[src/rtl/fpu_mant_adder.sv]
`default_nettype none
// ============================================================================
// Module   : fpu_mant_adder
// Purpose  : Multi-cycle 24-bit mantissa adder with a registered ripple carry
//            and a 4-phase valid/ack handshake. Optional macro
//            FPU_MANT_ADD_SINGLE_CYCLE_EN performs the full add in one step.
// Revision : 1.0 - initial release
// ============================================================================
module fpu_mant_adder #(
    parameter int CHUNK = 4
) (
    input  logic        CLK,
    input  logic        RSTn,
    input  logic [23:0] Adder_datain1,
    input  logic [23:0] Adder_datain2,
    input  logic        Adder_valid,
    output logic [23:0] Adder_dataout,
    output logic        Adder_carryout,
    output logic [1:0]  Adder_Exc,
    output logic        Adder_ack
);

`ifdef FPU_MANT_ADD_SINGLE_CYCLE_EN
    localparam int c_CW     = 24;
`else
    localparam int c_CW     = CHUNK;
`endif
    localparam int c_NCHUNK = 24 / c_CW;
    localparam logic [4:0] c_LAST = 5'(c_NCHUNK - 1);

    localparam logic [1:0] S_IDLE = 2'd0;
    localparam logic [1:0] S_BUSY = 2'd1;
    localparam logic [1:0] S_DONE = 2'd2;

    logic [1:0]    r_state;
    logic [1:0]    w_state_next;
    logic [23:0]   r_op1;
    logic [23:0]   r_op2;
    logic [23:0]   r_sum;
    logic          r_carry;
    logic [4:0]    r_cnt;
    logic          r_err;
    logic [23:0]   r_dataout;
    logic          r_carryout;
    logic [1:0]    r_exc;
    logic          r_ack;

    logic          w_latch;
    logic          w_step;
    logic          w_last;
    logic          w_ack_clr;
    logic [4:0]    w_base;
    logic [c_CW:0] w_slice;
    logic [23:0]   w_sum_next;
    logic          w_err_next;

    // State register
    always_ff @(posedge CLK or negedge RSTn) begin
        if (!RSTn) begin
            r_state <= S_IDLE;
        end else begin
            r_state <= w_state_next;
        end
    end

    // Next-state logic; a low valid in BUSY aborts without an ack
    always_comb begin
        w_state_next = r_state;
        case (r_state)
            S_IDLE:  if (Adder_valid) w_state_next = S_BUSY;
            S_BUSY: begin
                if (!Adder_valid)  w_state_next = S_IDLE;
                else if (w_last)   w_state_next = S_DONE;
            end
            S_DONE:  if (!Adder_valid) w_state_next = S_IDLE;
            default: w_state_next = S_IDLE;
        endcase
    end

    // Control strobes and the per-chunk slice adder
    always_comb begin
        w_latch    = (r_state == S_IDLE) && Adder_valid;
        w_step     = (r_state == S_BUSY) && Adder_valid;
        w_ack_clr  = (r_state == S_DONE) && !Adder_valid;
        w_last     = (r_cnt == c_LAST);
        w_base     = 5'(r_cnt * c_CW);
        w_slice    = {1'b0, r_op1[w_base +: c_CW]}
                   + {1'b0, r_op2[w_base +: c_CW]}
                   + {{c_CW{1'b0}}, r_carry};
        w_sum_next = r_sum;
        w_sum_next[w_base +: c_CW] = w_slice[c_CW-1:0];
        w_err_next = r_err | (Adder_datain1 != r_op1) | (Adder_datain2 != r_op2);
    end

    // Datapath and registered outputs
    always_ff @(posedge CLK or negedge RSTn) begin
        if (!RSTn) begin
            r_op1      <= 24'd0;
            r_op2      <= 24'd0;
            r_sum      <= 24'd0;
            r_carry    <= 1'b0;
            r_cnt      <= 5'd0;
            r_err      <= 1'b0;
            r_dataout  <= 24'd0;
            r_carryout <= 1'b0;
            r_exc      <= 2'b00;
            r_ack      <= 1'b0;
        end else begin
            if (w_latch) begin
                r_op1   <= Adder_datain1;
                r_op2   <= Adder_datain2;
                r_carry <= 1'b0;
                r_cnt   <= 5'd0;
                r_err   <= 1'b0;
            end
            if (w_step) begin
                r_sum   <= w_sum_next;
                r_carry <= w_slice[c_CW];
                r_cnt   <= r_cnt + 5'd1;
                r_err   <= w_err_next;
                if (w_last) begin
                    r_dataout  <= w_sum_next;
                    r_carryout <= w_slice[c_CW];
                    r_exc      <= {1'b0, w_err_next};
                    r_ack      <= 1'b1;
                end
            end
            if (w_ack_clr) begin
                r_ack <= 1'b0;
            end
        end
    end

    assign Adder_dataout  = r_dataout;
    assign Adder_carryout = r_carryout;
    assign Adder_Exc      = r_exc;
    assign Adder_ack      = r_ack;

endmodule
`default_nettype wire

[config.mk]
export PLATFORM = sky130hd
export DESIGN_NAME = fpu_mant_adder
export DESIGN_NICKNAME = d
export VERILOG_FILES = /design/src/rtl/fpu_mant_adder.sv
export SDC_FILE = /design/constraint.sdc
export NUM_CORES = 1
export LEC_CHECK = 0
export CAP_MARGIN = 20
export CORE_AREA = 2 2 139 141
export CTS_CLUSTER_DIAMETER = 200
export DETAILED_ROUTE_END_ITERATION = 8
export DIE_AREA = 0 0 141 143
export DONT_BUFFER_PORTS = 1
export GPL_TIMING_DRIVEN = 0
export PLACE_DENSITY = 0.44
export SETUP_SLACK_MARGIN = 0.3
export SLEW_MARGIN = 10
export SYNTH_ARGS = -nofsm -noshare
export SYNTH_HDL_FRONTEND = slang
export SYNTH_SLANG_ARGS = --single-unit
[constraint.sdc]
create_clock -name CLK -period 8.1 [get_ports CLK]
set_input_delay 0.81 -clock CLK [delete_from_list [all_inputs] [get_ports CLK]]
set_output_delay 0.81 -clock CLK [all_outputs]
set_load 0.02 [all_outputs]
Yosys cells after proc, flatten, opt, wreduce, memory -nomap -nowiden:

Cells that the tools add are included.

* equal/unequal tests: 8
* shift operators: 4
* add/sub/neg operators: 4
* muxes and demuxes: 14
* reductions and logical operators: 11
* bitwise gates (word level): 2

Operators by type and width (number)
* != test 24 bit: 2
* variable part select 24 x 6 -> 4 bit: 2
* bitwise mux 24 bit: 1
* variable shift 4 x 7 -> 24 bit, first input constant: 1
* variable part select 4 x 7 -> 24 bit: 1
* two-way mux 5 bit: 2
* two-way mux 2 bit: 4
* negation 5 -> 7 bit: 1
* two-way mux 1 bit: 6
* case mux 2 bit (3 select lines): 1
* nonzero test 2 bit: 3
* adder 4 x 4 -> 5 bit: 1
* adder 5 x 1 -> 5 bit: 1
* adder 5 x 1 -> 5 bit, second input constant: 1
* == test 5 x 3 -> 1 bit, second input constant: 1
* != test 2 bit, second input constant: 2
* AND reduction 2 bit: 2
* logical AND 1 bit: 3
* != test 3 bit, second input constant: 1
* AND reduction 3 bit: 1
* == test 2 x 1 -> 1 bit, second input constant: 1
* == test 2 bit, second input constant: 1
* logical NOT 2 bit: 1
* OR 1 bit: 2
* logical NOT 1 bit: 1

* bits in registers: 108
* input port bits: 51
* output and inout bits: 28

Longest topological paths before layout:

Gate-level depths: netlist of run 1.

* depth after elaboration: 5
* mapped depth: 13

Least setup slack after synthesis of run 1:

OpenSTA, ideal clock, no wires.

* path kind: reg-to-reg
* start: reg r_cnt[0]
* end: reg r_dataout[6], in the netlist Adder_dataout[6]
* slack: 4727 ps
* library setup time: 83 ps
* data required time: 8017 ps
* arrival: 3290 ps
* cell stages (with the launch flop): 13
* buffers on the path: 3
* cell sequence: dfrtp_1 > buf_6 > clkbuf_1 > buf_1 > mux2i_1 > o21ai_0 > fa_1 > inv_1 > fa_1 > xnor2_1 > and4b_1 > mux2i_1 > o21ai_0

* longest elaborated chain between the ends: 5

RTL lines
* start: declaration: line 41 `logic [4:0] r_cnt;`
* start signal: assignment: line 119 `r_cnt <= r_cnt + 5'd1;`
* variable part select 24 x 6 -> 4 bit (on tied branches): line 87, 88
* adder 4 x 4 -> 5 bit: line 88 `+ {1'b0, r_op2[w_base +: c_CW]}`
* adder 5 x 1 -> 5 bit: line 89 `+ {{c_CW{1'b0}}, r_carry};`
* variable part select 4 x 7 -> 24 bit: line 91 `w_sum_next[w_base +: c_CW] = w_slice[c_CW-1:0];`
* bitwise mux 24 bit: line 91
* end signal: assignment: line 122 `r_dataout <= w_sum_next;`
* end: declaration: line 43 `logic [23:0] r_dataout;`

Parallel ways exist; a longest one is shown, timed or not.
A chain may end at the register's enable or synchronous reset.

Final worst setup path of run 1:

Ends and elaborated chain as after synthesis.

==> run metrics, run 1 <==
# rows=50; post-synth top area share=48.9%; CTS clk-pin slew, worst paths=0.07 ns; Die ar.=~20000 um^2; largest net degree at the start of global routing=109; first-pass GRT wire length=22000 um; Post-CTS Setup Inserts=0; CTS max path bufs=2; most common cell in the netlist=dfrtp_1; Post-Synthesis Cells=486; cell area after synthesis=5520 um^2; share of cells above drive strength 1=17.5%; Worst Setup Start Kind=flop; initial antenna violation count=0; First DRT Iteration DRCs=169; ys async rst share=100%; RSZ-0062 raised after global routing=false; remaining antenna violation count after routing=0; Core Util, Final=33.0%; WP buf/inv=5; WL per Instance=19.0 um; CP Class=reg -> reg; CTS tree=yes; hold buffer count at cts=0; Clock Latency Late Sink=0.36 ns; Setup Skew=0.00556 ns; Residual DRC=0; Hold Crit Class=in -> async; Slowest cell on crit path=clkbuf_1; Total GRT Usage=between 10% and 20%; Num CTS Buffers=9; Comb power frac=a little over a quarter; max cap viols=0; Peak VDD IR=134 uV; Fin. Hold Viols=0; Initial Utilization=between 20 and 30%; IO buf count=0; PostCTS Resize Cnt=0; flops & latches, synth=108; Via density=4.98; routability cong.=around 0.73; core area=18600 um^2; sequential power share=between 40% and 50%; Nets=560; vias in the first global route=3875; CP Capture Type=flop; post-route minimum period=4.49 ns; Syn Area/Cell=11.4 um^2; Synth cell types=51; Switching Share=about a third; Antenna Cells=0; vias=3664; outcome=finished, final reports clean; Tightest Pin Transition=0.894 ns; dominant synthesized flop cell=dfrtp_1; Int Pwr=~0.0011 W; Required @ worst endpoint=8.37 ns; worst rel slew slack=39.5%; total clock sinks=~110; Levels on crit path=13; deepest level of the CTS H-tree=3; Reg2Reg Depth=13; synth warn=0; DR pass1 iterations=5; Commonest cells post-synth=108 x dfrtp_1, 55 x mux2_2, 37 x nand2_1; maximum fanout along the worst path=10; Lkg Pwr=2.64 nW; Layout Cells excl Fill=736; P&R area growth vs syn=11.0%; I/O pin total=79; crit path cell chain=buf_6 > clkbuf_1 > buf_1 > mux2i_1 > o21ai_0 > fa_1 > inv_1 > fa_1 > xnor2_1 > buf_4 > and4b_1 > mux2i_1 > o21ai_0; register area share after synthesis=approximately half; GR Overflow Total=0; CP arrival=~4.8 ns; Tcrit/Tclk final=55.4%; Sum Neg Setup Slack=0 ns; clock network fraction of total power=29.4%; ranking of synthesized cells by area=dfrtp_1 49%, mux2_2 11%, xor2_1 5.1%; Power Dens Cells=260 nW/um^2; setup violators final=0; Slew Viols, Final=0; final wirelength=14000 um; CP peak stage delay=0.62 ns; number of synthesized flops with an enable pin=0; Die Wd=141 um; Synth area leader=dfrtp_1; Crit path max-delay family=buffers and inverters; Psw=roughly 0.00052 W; syn nets=roughly 550; placed insts=720; hpwl dp=10400 um; fmax=approximately 220 MHz; chip height=143 um; Root Buffer=clkbuf_16
[cell type report]
| class | instances | area (um^2) |
|---|---|---|
| Fill cell | 1865 | 12400 |
| Sequential cell | 108 | 2700 |
| Multi-Input combinational cell | 339 | 2640 |
| Tap cell | 234 | 293 |
| Clock buffer | 10 | 229 |
| Buffer | 25 | 128 |
| Clock inverter | 5 | 77.6 |
| Inverter | 14 | 52.6 |
| Timing Repair Buffer | 1 | 7.51 |
[power by group through the flow]
stage	Sequential (W)	Combinational, W	Clock, W
6_report	0.000709	0.000417	0.000469
4_1_cts	0.000710	0.000414	0.000485
2_1_floorplan	0.000700	0.000304	0
3_3_place_gp	0.000717	0.000410	0
3_5_place_dp	0.000721	0.000412	0
5_1_grt	0.000721	0.000466	0.000502
[per-stage QoR]
step / setup slack (ns) / total power (W) / cell area, um^2 / hold slack [ns]
2_1_floorplan: 4.73 / 0.00100 / 5520 / 0.448
3_3_place_gp: 3.36 / 0.00113 / 5820 / 0.461
3_5_place_dp: 3.29 / 0.00113 / 5820 / 0.473
4_1_cts: 3.31 / 0.00161 / 6120 / 0.132
5_1_grt: 3.19 / 0.00169 / 6130 / 0.127
6_report: 3.61 / 0.00159 / 6130 / 0.141
[logic make-up (layout without fill, tap and decap cells)]
| group | after synthesis | count (layout) | share of synthesized area, % |
|---|---|---|---|
| other | 1 | 1 | 0.0679 |
| xor gates and xnor gates | 45 | 45 | 7.13 |
| muxes | 80 | 80 | 17.7 |
| adders and majority gates | 11 | 11 | 2.76 |
| DFF | 108 | 108 | 48.9 |
| and+or+nand+nor | 121 | 121 | 10.8 |
| buffers and inverters | 39 | 55 | 3.26 |
| AOI/OAI and AO/OA | 81 | 81 | 9.26 |
[worst register-to-register path: stages (launching register included)]
cell,delay [ns]
dfrtp_1,0.42
buf_6,0.18
clkbuf_1,0.62
buf_1,0.62
mux2i_1,0.23
o21ai_0,0.30
fa_1,0.24
inv_1,0.06
fa_1,0.39
xnor2_1,0.56
buf_4,0.27
and4b_1,0.26
mux2i_1,0.10
o21ai_0,0.17
[state kept, by name (all words and copies together) (netlist names)]
signal / cells
r_err: 1
r_op1: 24
Adder_carryout: 1
Adder_dataout: 24
Adder_ack: 1
r_sum: 24
Adder_Exc: 1
r_cnt: 5
r_state: 2
r_op2: 24
r_carry: 1
[worst paths after layout]
check	startpoint	endpoint	slack, ns
max	r_cnt[0]	Adder_dataout[6]	3.61
min	RSTn	Adder_dataout[10]	0.14
max reg2reg	r_cnt[0]	Adder_dataout[6]	3.61
min reg2reg	r_sum[17]	r_sum[17]	0.49
max in group asynchronous	RSTn	r_sum[21]	7.79
min in group CLK	r_sum[17]	r_sum[17]	0.49
[per-layer routing]
layer  track usage, %  vias up  share of wire [%]
met4             3.95        0                1.2
met1             17.3     1824                 43
met3             5.50       10                6.5
met5                0        -                  0
met2             24.7       79                 49
li1                 -     1751                  -
[cell usage in the layout (no fill, tap or decap), types with 9 or more instances in the layout]
cell type    n
inv_1       13
mux2i_1     15
ha_1         9
mux2_2      55
nor4_1      10
a22o_1      11
clkbuf_16    9
dfrtp_1    108
xnor2_1     13
nor2_1      35
a21oi_1     15
xor2_1      32
clkbuf_1    20
o21ai_0     34
nand2_1     37
Note: power is estimated with default switching activity, not from simulation.
==> run 2, diff against run 1 <==
clock period = 4.2 ns   (was 8.1 ns; I/O delays follow)
==> run 2 against run 1 <==
The flow now finishes with violations (negative hold slack). Setup slack got worse by 3.0 ns. First-iteration DRC count fell by 7.1%. Combinational power grew 100%. Sequential power increased by 93%. Worst hold slack worse by 0.14 ns. Sequential share of layout area shrank 0.39 points. Cell area rose by 0.90%. Critical path depth fell by 1. Total power rose by 96%. Clock skew about the same.
==> run metrics, run 2 (synthesized netlist as in run 1, its figures left out) <==
outcome=finished with violations (was finished, final reports clean); failing checks=negative hold slack; r2r startpoint=r_cnt[0] (unchanged); vias in the first global route=3878 (was 3875); Layout Cells excl Fill=736 (unchanged); Nets=560 (unchanged); CP Capture Type=flop (unchanged); Peak VDD IR=243 uV (was 134 uV); vias=3647 (was 3664); CP arrival=3.85 ns (was 4.76 ns); max cap viols=0 (unchanged); I/O pin total=79 (unchanged); Lkg Pwr=2.67 nW (was 2.64 nW); crit path cell chain=buf_6 > buf_2 > buf_2 > mux2i_1 > o21ai_0 > fa_1 > inv_1 > fa_1 > xnor2_4 > and4b_1 > mux2i_1 > o21ai_0 (was buf_6 > clkbuf_1 > buf_1 > mux2i_1 > o21ai_0 > fa_1 > inv_1 > fa_1 > xnor2_1 > buf_4 > and4b_1 > mux2i_1 > o21ai_0); CP peak stage delay=0.47 ns (was 0.62 ns); final setup margin=0.611 ns (was 3.61 ns); IO buf count=0 (unchanged); hpwl dp=10400 um (unchanged); core area=18600 um^2 (unchanged); most frequent cells in the layout=108 x dfrtp_1, 55 x mux2_2, 37 x nand2_1, 35 x nor2_1, 34 x o21ai_0 (unchanged); chip height=143 um (unchanged); Post-CTS Setup Inserts=0 (unchanged); Reg2Reg Depth=12 (was 13); Required @ worst endpoint=4.47 ns (was 8.37 ns); setup violators final=0 (unchanged); post-route minimum period=3.59 ns (was 4.49 ns); largest net degree at the start of global routing=109 (unchanged); Via density=4.96 (was 4.98); Antenna Cells=0 (unchanged); deepest level of the CTS H-tree=3 (unchanged); post-place setup slack=-0.609 ns (was 3.29 ns); total clock sinks=108 (unchanged); routability cong.=0.733 (unchanged); CP Class=reg -> reg (unchanged); share of cells above drive strength 1=18.5% (was 17.5%); CTS max path bufs=2 (unchanged); Num CTS Buffers=9 (unchanged); Sum Neg Setup Slack=0 ns (unchanged); Initial Utilization=29.7% (unchanged); Fin Hold WS=-0.000173 ns (was 0.141 ns); P&R area growth vs syn=12.0% (was 11.0%); Worst Setup Start Kind=flop (unchanged); Root Buffer=clkbuf_16 (unchanged); final wirelength=13900 um (was 14000 um); Power Dens Cells=504 nW/um^2 (was 260 nW/um^2); Residual DRC=0 (unchanged); # rows=50 (unchanged); remaining antenna violation count after routing=0 (unchanged); Clock Latency Late Sink=0.35 ns (was 0.36 ns); Total GRT Usage=14.5% (about the same); R2R Setup Slk=0.61 ns (was 3.61 ns); first-pass GRT wire length=22000 um (about the same); commonest non-fill, non-tap cell in the layout=dfrtp_1 (unchanged); Slew Viols, Final=0 (unchanged); Die Wd=141 um (unchanged); DR pass1 iterations=6 (was 5); reg2reg end=Adder_dataout[6] (unchanged); Tcrit/Tclk final=85.4% (was 55.4%); Slowest cell on crit path=fa_1 (was clkbuf_1); initial antenna violation count=0 (unchanged); RSZ-0062 raised after global routing=true (was false); placed insts=720 (unchanged); worst rel slew slack=46.7% (was 39.5%); WL per Instance=18.9 um (was 19.0 um); CTS tree=yes (unchanged); Fin. Hold Viols=1 (was 0); Tightest Pin Transition=0.793 ns (was 0.894 ns); fmax=279 MHz (was 223 MHz); Setup Skew=0.00579 ns (was 0.00556 ns); total power=0.00312 W (was 0.00159 W); CTS clk-pin slew, worst paths=0.07 ns (about the same); GR Overflow Total=0 (unchanged); First DRT Iteration DRCs=157 (was 169); Die ar.=20200 um^2 (unchanged); maximum fanout along the worst path=10 (unchanged); Hold Crit Class=in -> async (unchanged)
[run 2: layout make-up]
class | instances | area [um^2]
multi-input combinational | 339 | 2670
fill | 1854 | 12400
clock buffer | 10 | 229
buffer | 25 | 130
timing repair buffer | 1 | 27.5
inverter | 14 | 52.6
clock inverter | 5 | 77.6
tap | 234 | 293
sequential | 108 | 2700
[run 2: how the worst max path moves through the flow]
stage                  start          endpoint  slack, ns  cells after the start
floorplan           r_cnt[0]  Adder_dataout[6]       0.83                     12
global placement    r_cnt[0]  Adder_dataout[6]      -0.54                     12
detailed placement  r_cnt[0]  Adder_dataout[6]      -0.61                     12
CTS                 r_cnt[0]  Adder_dataout[6]       0.36                     12
global route        r_cnt[0]  Adder_dataout[6]       0.30                     12
finish              r_cnt[0]  Adder_dataout[6]       0.61                     12
[run 2: what timing repair did]
action | in CTS | in global routing
pin swaps | 0 | 0
resized for setup | 3 | 5
endpoints found under the hold margin | 108 | 0
setup endpoints to repair | 33 | 15
hold buffers | 1 | 0
[run 2: worst max-delay path, delay by kind of cell, from the launching register on]
family / cells / cell delay (ns)
buffers and inverters: 4 / 0.93
adders and majority gates: 2 / 0.71
AOI/OAI and AO/OA: 2 / 0.44
DFF: 1 / 0.42
xor gates and xnor gates: 1 / 0.40
and+or+nand+nor: 1 / 0.32
muxes: 2 / 0.26
[run 2: routing by layer]
layer | track usage (%) | wire length (um)
met1 | 17.3 | 6020
met2 | 24.7 | 6820
met3 | 5.53 | 926
met4 | 3.95 | 160
met5 | 0 | 0
[run 2: power breakdown]
part           internal (W)  switching, W
clock              0.000518      0.000384
sequential          0.00120      0.000168
combinational      0.000373      0.000479
[run 2: stage by stage]
step | util, % | cell area, um^2
2_1_floorplan | - | 5520
3_3_place_gp | 31.3 | 5820
3_5_place_dp | 31.3 | 5820
4_1_cts | 33.2 | 6160
5_1_grt | 33.3 | 6190
6_report | 33.3 | 6190
